$ cat config.mk
export PLATFORM = sky130hd
export DESIGN_NAME = pc_sequencer
export DESIGN_NICKNAME = d
export VERILOG_FILES = /design/src/rtl/pc_sequencer.sv
export SDC_FILE = /design/constraint.sdc
export NUM_CORES = 1
export LEC_CHECK = 0
export CORE_MARGIN = 2
export CORE_UTILIZATION = 53
export CTS_CLUSTER_DIAMETER = 60
export DETAILED_ROUTE_END_ITERATION = 8
export GPL_TIMING_DRIVEN = 0
export HOLD_SLACK_MARGIN = 0.12
export PLACE_DENSITY = 0.86
export SLEW_MARGIN = 20
export SYNTH_ARGS = -nofsm -noshare
export SYNTH_HDL_FRONTEND = slang
export SYNTH_SLANG_ARGS = --single-unit
$ cat constraint.sdc
create_clock -name CLK -period 3.4 [get_ports CLK]
set_input_delay 0.34 -clock CLK [delete_from_list [all_inputs] [get_ports CLK]]
set_output_delay 0.34 -clock CLK [all_outputs]
set_load 0.01 [all_outputs]
$ cat src/rtl/pc_sequencer.sv
// pc_sequencer
//
// Program-counter unit for the CPU datapath. Holds the PC register and
// selects the next PC for sequential, jump, conditional-branch, call and
// return flow. Calls and returns go through a DEPTH-entry circular
// return-address stack (RAS). While BUSYWAIT is high, nothing architectural
// changes, so the pending op executes exactly once when the stall ends.
//
// Ports:
//   CLK        in   rising-edge clock
//   RESET      in   asynchronous active-low reset
//   BUSYWAIT   in   memory stall; holds all state while high
//   PC_OP      in   3-bit op: 000 seq, 001 jump, 010 beq, 011 bne,
//                   100 call, 101 ret, 110/111 behave as seq
//   ZERO       in   ALU zero flag for beq/bne
//   OFFSET     in   signed instruction offset (OFFSET_WIDTH bits)
//   PC         out  current PC (registered)
//   PC_PLUS    out  PC + STEP (combinational)
//   TAKEN      out  next PC comes from somewhere other than PC_PLUS
//   RAS_EMPTY  out  stack holds no entries
//   RAS_FULL   out  stack holds DEPTH entries
//   RAS_OVF    out  sticky: call issued while the stack was full
//   RAS_UNF    out  sticky: ret issued while the stack was empty

module pc_sequencer #(
  parameter int unsigned         PC_WIDTH     = 32,
  parameter int unsigned         OFFSET_WIDTH = 8,
  parameter int unsigned         STEP         = 4,
  parameter int unsigned         OFFSET_SHIFT = 2,
  parameter logic [PC_WIDTH-1:0] RESET_VECTOR = '0,
  parameter int unsigned         DEPTH        = 4
) (
  input  logic                    CLK,
  input  logic                    RESET,
  input  logic                    BUSYWAIT,
  input  logic [2:0]              PC_OP,
  input  logic                    ZERO,
  input  logic [OFFSET_WIDTH-1:0] OFFSET,
  output logic [PC_WIDTH-1:0]     PC,
  output logic [PC_WIDTH-1:0]     PC_PLUS,
  output logic                    TAKEN,
  output logic                    RAS_EMPTY,
  output logic                    RAS_FULL,
  output logic                    RAS_OVF,
  output logic                    RAS_UNF
);

  localparam int unsigned PTR_W = $clog2(DEPTH);
  localparam int unsigned CNT_W = $clog2(DEPTH + 1);

  localparam logic [2:0] OP_JUMP = 3'b001;
  localparam logic [2:0] OP_BEQ  = 3'b010;
  localparam logic [2:0] OP_BNE  = 3'b011;
  localparam logic [2:0] OP_CALL = 3'b100;
  localparam logic [2:0] OP_RET  = 3'b101;

  logic [PC_WIDTH-1:0] pc_q, pc_d;
  logic [PTR_W-1:0]    wr_ptr_q, wr_ptr_d;
  logic [CNT_W-1:0]    count_q, count_d;
  logic                ovf_q, ovf_d;
  logic                unf_q, unf_d;
  logic [PC_WIDTH-1:0] ras_q [DEPTH];
  logic [PC_WIDTH-1:0] ras_d [DEPTH];

  logic [PC_WIDTH-1:0] pc_plus;
  logic [PC_WIDTH-1:0] off_sext;
  logic [PC_WIDTH-1:0] target;
  logic [PC_WIDTH-1:0] ras_top;
  logic [PTR_W-1:0]    top_ptr;
  logic                ras_empty;
  logic                ras_full;
  logic [PC_WIDTH-1:0] next_pc;
  logic                taken;

  // Sizing a signed value sign-extends it; all sums wrap modulo 2^PC_WIDTH.
  assign pc_plus  = pc_q + PC_WIDTH'(STEP);
  assign off_sext = PC_WIDTH'($signed(OFFSET));
  assign target   = pc_plus + (off_sext << OFFSET_SHIFT);

  // The write pointer always points one past the newest entry, so the
  // top of stack sits just below it (wrapping around the ring).
  assign top_ptr   = wr_ptr_q - PTR_W'(1);
  assign ras_top   = ras_q[top_ptr];
  assign ras_empty = (count_q == '0);
  assign ras_full  = (count_q == CNT_W'(DEPTH));

  // Next-PC selection and stack bookkeeping. The stack and flag updates are
  // only committed when not stalled; TAKEN reflects the op regardless.
  always_comb begin
    next_pc  = pc_plus;
    taken    = 1'b0;
    pc_d     = pc_q;
    wr_ptr_d = wr_ptr_q;
    count_d  = count_q;
    ovf_d    = ovf_q;
    unf_d    = unf_q;
    ras_d    = ras_q;

    case (PC_OP)
      OP_JUMP: begin
        next_pc = target;
        taken   = 1'b1;
      end
      OP_BEQ: begin
        if (ZERO) begin
          next_pc = target;
          taken   = 1'b1;
        end
      end
      OP_BNE: begin
        if (!ZERO) begin
          next_pc = target;
          taken   = 1'b1;
        end
      end
      OP_CALL: begin
        next_pc = target;
        taken   = 1'b1;
      end
      OP_RET: begin
        if (!ras_empty) begin
          next_pc = ras_top;
          taken   = 1'b1;
        end
      end
      default: begin
        next_pc = pc_plus;
        taken   = 1'b0;
      end
    endcase

    if (!BUSYWAIT) begin
      pc_d = next_pc;
      if (PC_OP == OP_CALL) begin
        // When full, the write pointer lands on the oldest entry, so the
        // push naturally overwrites it and the newest DEPTH stay LIFO.
        ras_d[wr_ptr_q] = pc_plus;
        wr_ptr_d        = wr_ptr_q + PTR_W'(1);
        if (ras_full) begin
          ovf_d = 1'b1;
        end else begin
          count_d = count_q + CNT_W'(1);
        end
      end else if (PC_OP == OP_RET) begin
        if (ras_empty) begin
          unf_d = 1'b1;
        end else begin
          wr_ptr_d = top_ptr;
          count_d  = count_q - CNT_W'(1);
        end
      end
    end
  end

  always_ff @(posedge CLK or negedge RESET) begin
    if (!RESET) begin
      pc_q     <= RESET_VECTOR;
      wr_ptr_q <= '0;
      count_q  <= '0;
      ovf_q    <= 1'b0;
      unf_q    <= 1'b0;
      for (int i = 0; i < int'(DEPTH); i++) begin
        ras_q[i] <= '0;
      end
    end else begin
      pc_q     <= pc_d;
      wr_ptr_q <= wr_ptr_d;
      count_q  <= count_d;
      ovf_q    <= ovf_d;
      unf_q    <= unf_d;
      ras_q    <= ras_d;
    end
  end

  assign PC        = pc_q;
  assign PC_PLUS   = pc_plus;
  assign TAKEN     = taken;
  assign RAS_EMPTY = ras_empty;
  assign RAS_FULL  = ras_full;
  assign RAS_OVF   = ovf_q;
  assign RAS_UNF   = unf_q;

endmodule

==> results <==
- Counting flops with a built-in enable in the synthesized netlist gives 0.
- The first-pass iteration count of the detailed router is 6.
- The clock reaches the later pin of the worst-skew pair after 0.46 ns.
- The average size of a mapped cell is 9.72 µm².
- The layout-stage area growth over the synthesis result is 36.7%.
- The area taken by multi-input logic gates is 0.00603 mm².
- The checks that failed: setup timing.
- The effective utilization at floorplan is 0.536.
- The final-layout worst hold slack is 0.448 ns.
- The detailed router placed 9860 vias in this run.
- The count of antenna diodes in the layout is 0.
- The total clock buffers created by CTS is 17.
- The width of the chip is 138 µm.
- The final setup slack of the worst path is -0.488 ns.
- The DRC violation total after the first TritonRoute iteration is 1632.
- The total number of nets in the final design is 1227.
- The finished layout cell area is 0.0131 mm².
- After clock tree synthesis, the clock-pin slew on the worst setup and hold paths is 0.07 ns.
- The final layout contains routed wiring with a total length of 37000 µm.
- The congestion estimate from routability-driven global placement came to 0.926.
- The hold violation total from the final report is 0.
- The number of port buffers is 83.
- When the netlist entered floorplanning its net count stood at 1038.
- In this run, distinct cell masters in the synthesized netlist total 62.
- The count of unresolved DRC violations after routing is 0.
- The count of filler cells inserted in the layout is 1053.
- The number of buffers on the longest clock path is 2.
- Between clock sinks in the finished design, the worst skew comes to 0.0118 ns.
- The overall power is 13900 µW.
- Counting every instance in the synthesized netlist gives 983.
- The most used flip-flop cell after synthesis is dfrtp_1.
- The area share of the largest cell type after synthesis is 0.437.
- The leakage power total is 0.00553 µW.
- The global-route wire length before repair is 52900 µm.
- The tool flagged a number of max-cap violations equal to 0.
- In this run the remaining antenna-violating nets after routing total 0.
- During synthesis, Yosys emitted a total of 0 warnings.
- The initial antenna violation count was 1.
- The peak supply drop is 0.000588 V.
- The cell taking the most area after synthesis is dfrtp_1.
- The path class of the tightest hold or removal check is in2async.
- Detailed placement finished with a half-perimeter wire length of 20300 µm.
- The cell area after placement is 0.0110 mm².
- The share of cells above drive strength 1 is 0.287.
- After floorplanning, the core was sized to cover 0.0178 mm².
- For this run, asynchronously set or reset flops after synthesis account for 1.00.
- In this run, synthesis produced a sequential element count of 167.
- The worst setup path is captured at a flop.
- The clock tree root buffer cell is clkbuf_16.
- The H-tree was split into 4 levels.
- For this run, the total global-route usage over all layers was measured as 0.360.
- The maximum number of pins on one net before global-route repair is 99.
- For the worst setup path, the data arrival time is 4.23 ns.
- The die outline height is 138 µm.
- Yosys attributes the largest share of cell area to dfrtp_1 44%, a21oi_1 7.9%, mux4_2 7.5%.
- Along the worst path, the maximum fanout reaches 5.
- The critical path required time is 3.74 ns.
- The timing-limited maximum frequency is 0.257 GHz.
- The cell area that synthesis handed to floorplanning was 0.00955 mm².
- Measured against its own limit, the worst slew margin works out to 0.258.
- The cell depth of the worst flop-to-flop path is 17.
- The flow ran to the end, but the final reports show violations.
- STA classifies the critical path startpoint as a flop.
- The storage element area is 0.00420 mm².
- For the pin with the worst max-slew slack, the measured transition is 1.11 ns.
- The minimum period implied by the final worst setup slack is 3.89 ns.
- In the routed layout, each cell is associated on average with a via count of 6.98.
- Clock tree synthesis found a total of 167 sinks.
- The number of max-slew violations in the final report is 0.
- The remaining global-route overflow is 0.
- The power density over the cells is 1070 mW/mm².
- The share of the yosys chip area belonging to registers is 0.437.
- The floorplan step defined a die boundary enclosing 0.0191 mm².
- After floorplanning, the core was divided into 49 placement rows.
- The worst setup path is of the reg2reg kind.
- The setup violation total in the final timing report is 20.
- Setup repair after global routing could not meet its margin everywhere.
- 84 I/O pins were placed.
- The via count of the first global-routing pass came to 9574.
- The ratio of final minimum period to clock period is 1.14.
- After detailed routing, the average wire length per cell comes to 26.2 µm.
- TritonCTS built the clock tree.
-- metal layers --
metal	routed length [µm]	global-route usage	part of all wire
met5	13	0	0.00035
met4	3090	0.256	0.084
met3	4880	0.104	0.13
met2	16800	0.560	0.45
met1	12200	0.434	0.33
-- kinds of logic (layout without fill, tap and decap cells) --
kind of cell | count (synthesis) | count (layout) | share of synthesized area
muxes | 60 | 60 | 0.108
buffers and inverters | 103 | 303 | 0.0413
AOI/OAI and AO/OA | 286 | 286 | 0.179
DFF | 167 | 167 | 0.437
xor gates and xnor gates | 55 | 55 | 0.0520
and+or+nand+nor | 272 | 272 | 0.128
adders and majority gates | 40 | 40 | 0.0540
-- metrics by stage --
step	util	std cells	TNS, ns	worst slack (ns)
after floorplan	-	983	-0.0466	-0.0349
after global placement	0.613	1295	-822.71	-5.37
after detailed placement	0.616	1297	-32.04	-0.940
after CTS	0.708	1386	-0.884	-0.182
after global routing	0.732	1412	-7.58	-0.558
final	0.732	1412	-6.72	-0.488
-- power by group --
part	leakage (µW)	total, µW	internal, µW	switching [µW]
combinational	0.00321	8250	3960	4290
clock	0.000285	1950	1100	849
sequential	0.00203	3740	2920	819
total	0.00553	13900	7980	5960
-- registers in the layout (all words and copies together) (netlist names) --
name / count
wr_ptr_q: 2
count_q: 3
ras_q: 128
RAS_OVF: 1
RAS_UNF: 1
PC: 32
-- path summary, 6_finish.rpt --
check	start	endpoint	slack, ns
max	PC[5]	PC[27]	-0.49
min	RESET	ras_q[9]	0.45
max reg2reg	PC[5]	PC[27]	-0.49
min reg2reg	RAS_OVF	RAS_OVF	0.45
max in group asynchronous	RESET	PC[21]	2.05
min in group CLK	RAS_OVF	RAS_OVF	0.45
-- what timing repair did --
item                                    in CTS  in global routing
endpoints found under the hold margin       69                  0
hold buffers                                 1                  0
endpoints found under the setup margin      82                 35
buffers inserted                            61                 28
pin swaps                                   60                 54
gates resized for setup                    120                 48
-- critical path, cell delays in order (launching register included) --
cell      delay [ns]
dfrtp_2         0.39
and4_4          0.31
and3_4          0.25
nand4_1         0.22
xor2_2          0.30
inv_2           0.09
ha_4            0.30
and3_4          0.20
buf_6           0.10
nand2_4         0.06
a211oi_4        0.31
buf_4           0.19
nor3b_2         0.09
o21ai_4         0.24
a31oi_1         0.13
xor2_1          0.18
o221ai_1        0.12
mux2_4          0.28
-- Yosys cell counts (4+ instances only) --
library cell,n
xnor2_1,25
nand2_1,55
nand3_1,18
dfrtp_1,167
and3_1,12
mux2_2,26
clkbuf_1,43
nand4_1,7
nor2_1,147
o21a_1,8
o22ai_1,8
a211oi_1,4
nor3_1,7
a22oi_1,7
o21ai_0,41
mux4_2,32
o221ai_1,11
buf_1,11
ha_1,38
a21o_1,14
a221oi_1,9
xor2_1,28
a21oi_1,151
inv_1,47
-- layout by cell type (no fill, tap or decap), types with 20 or more instances in the layout --
master | netlist | layout
dfrtp_1 | 167 | 151
nor2_1 | 147 | 143
a21oi_1 | 151 | 143
buf_4 | 2 | 85
clkdlybuf4s50_1 | 0 | 80
nand2_1 | 55 | 46
clkbuf_1 | 43 | 37
inv_1 | 47 | 35
mux4_2 | 32 | 32
o21ai_0 | 41 | 29
mux2_2 | 26 | 22
ha_4 | 0 | 20
-- final cells by class --
cell class                      instances  share of cell area
Clock buffer                           23              0.0381
Tap cell                              229              0.0219
Timing Repair Buffer                  172               0.119
Sequential cell                       167               0.322
Clock inverter                          7             0.00546
Inverter                               47              0.0138
Multi-Input combinational cell        713               0.462
Buffer                                 54              0.0175
Power figures use the tool's default switching activity.
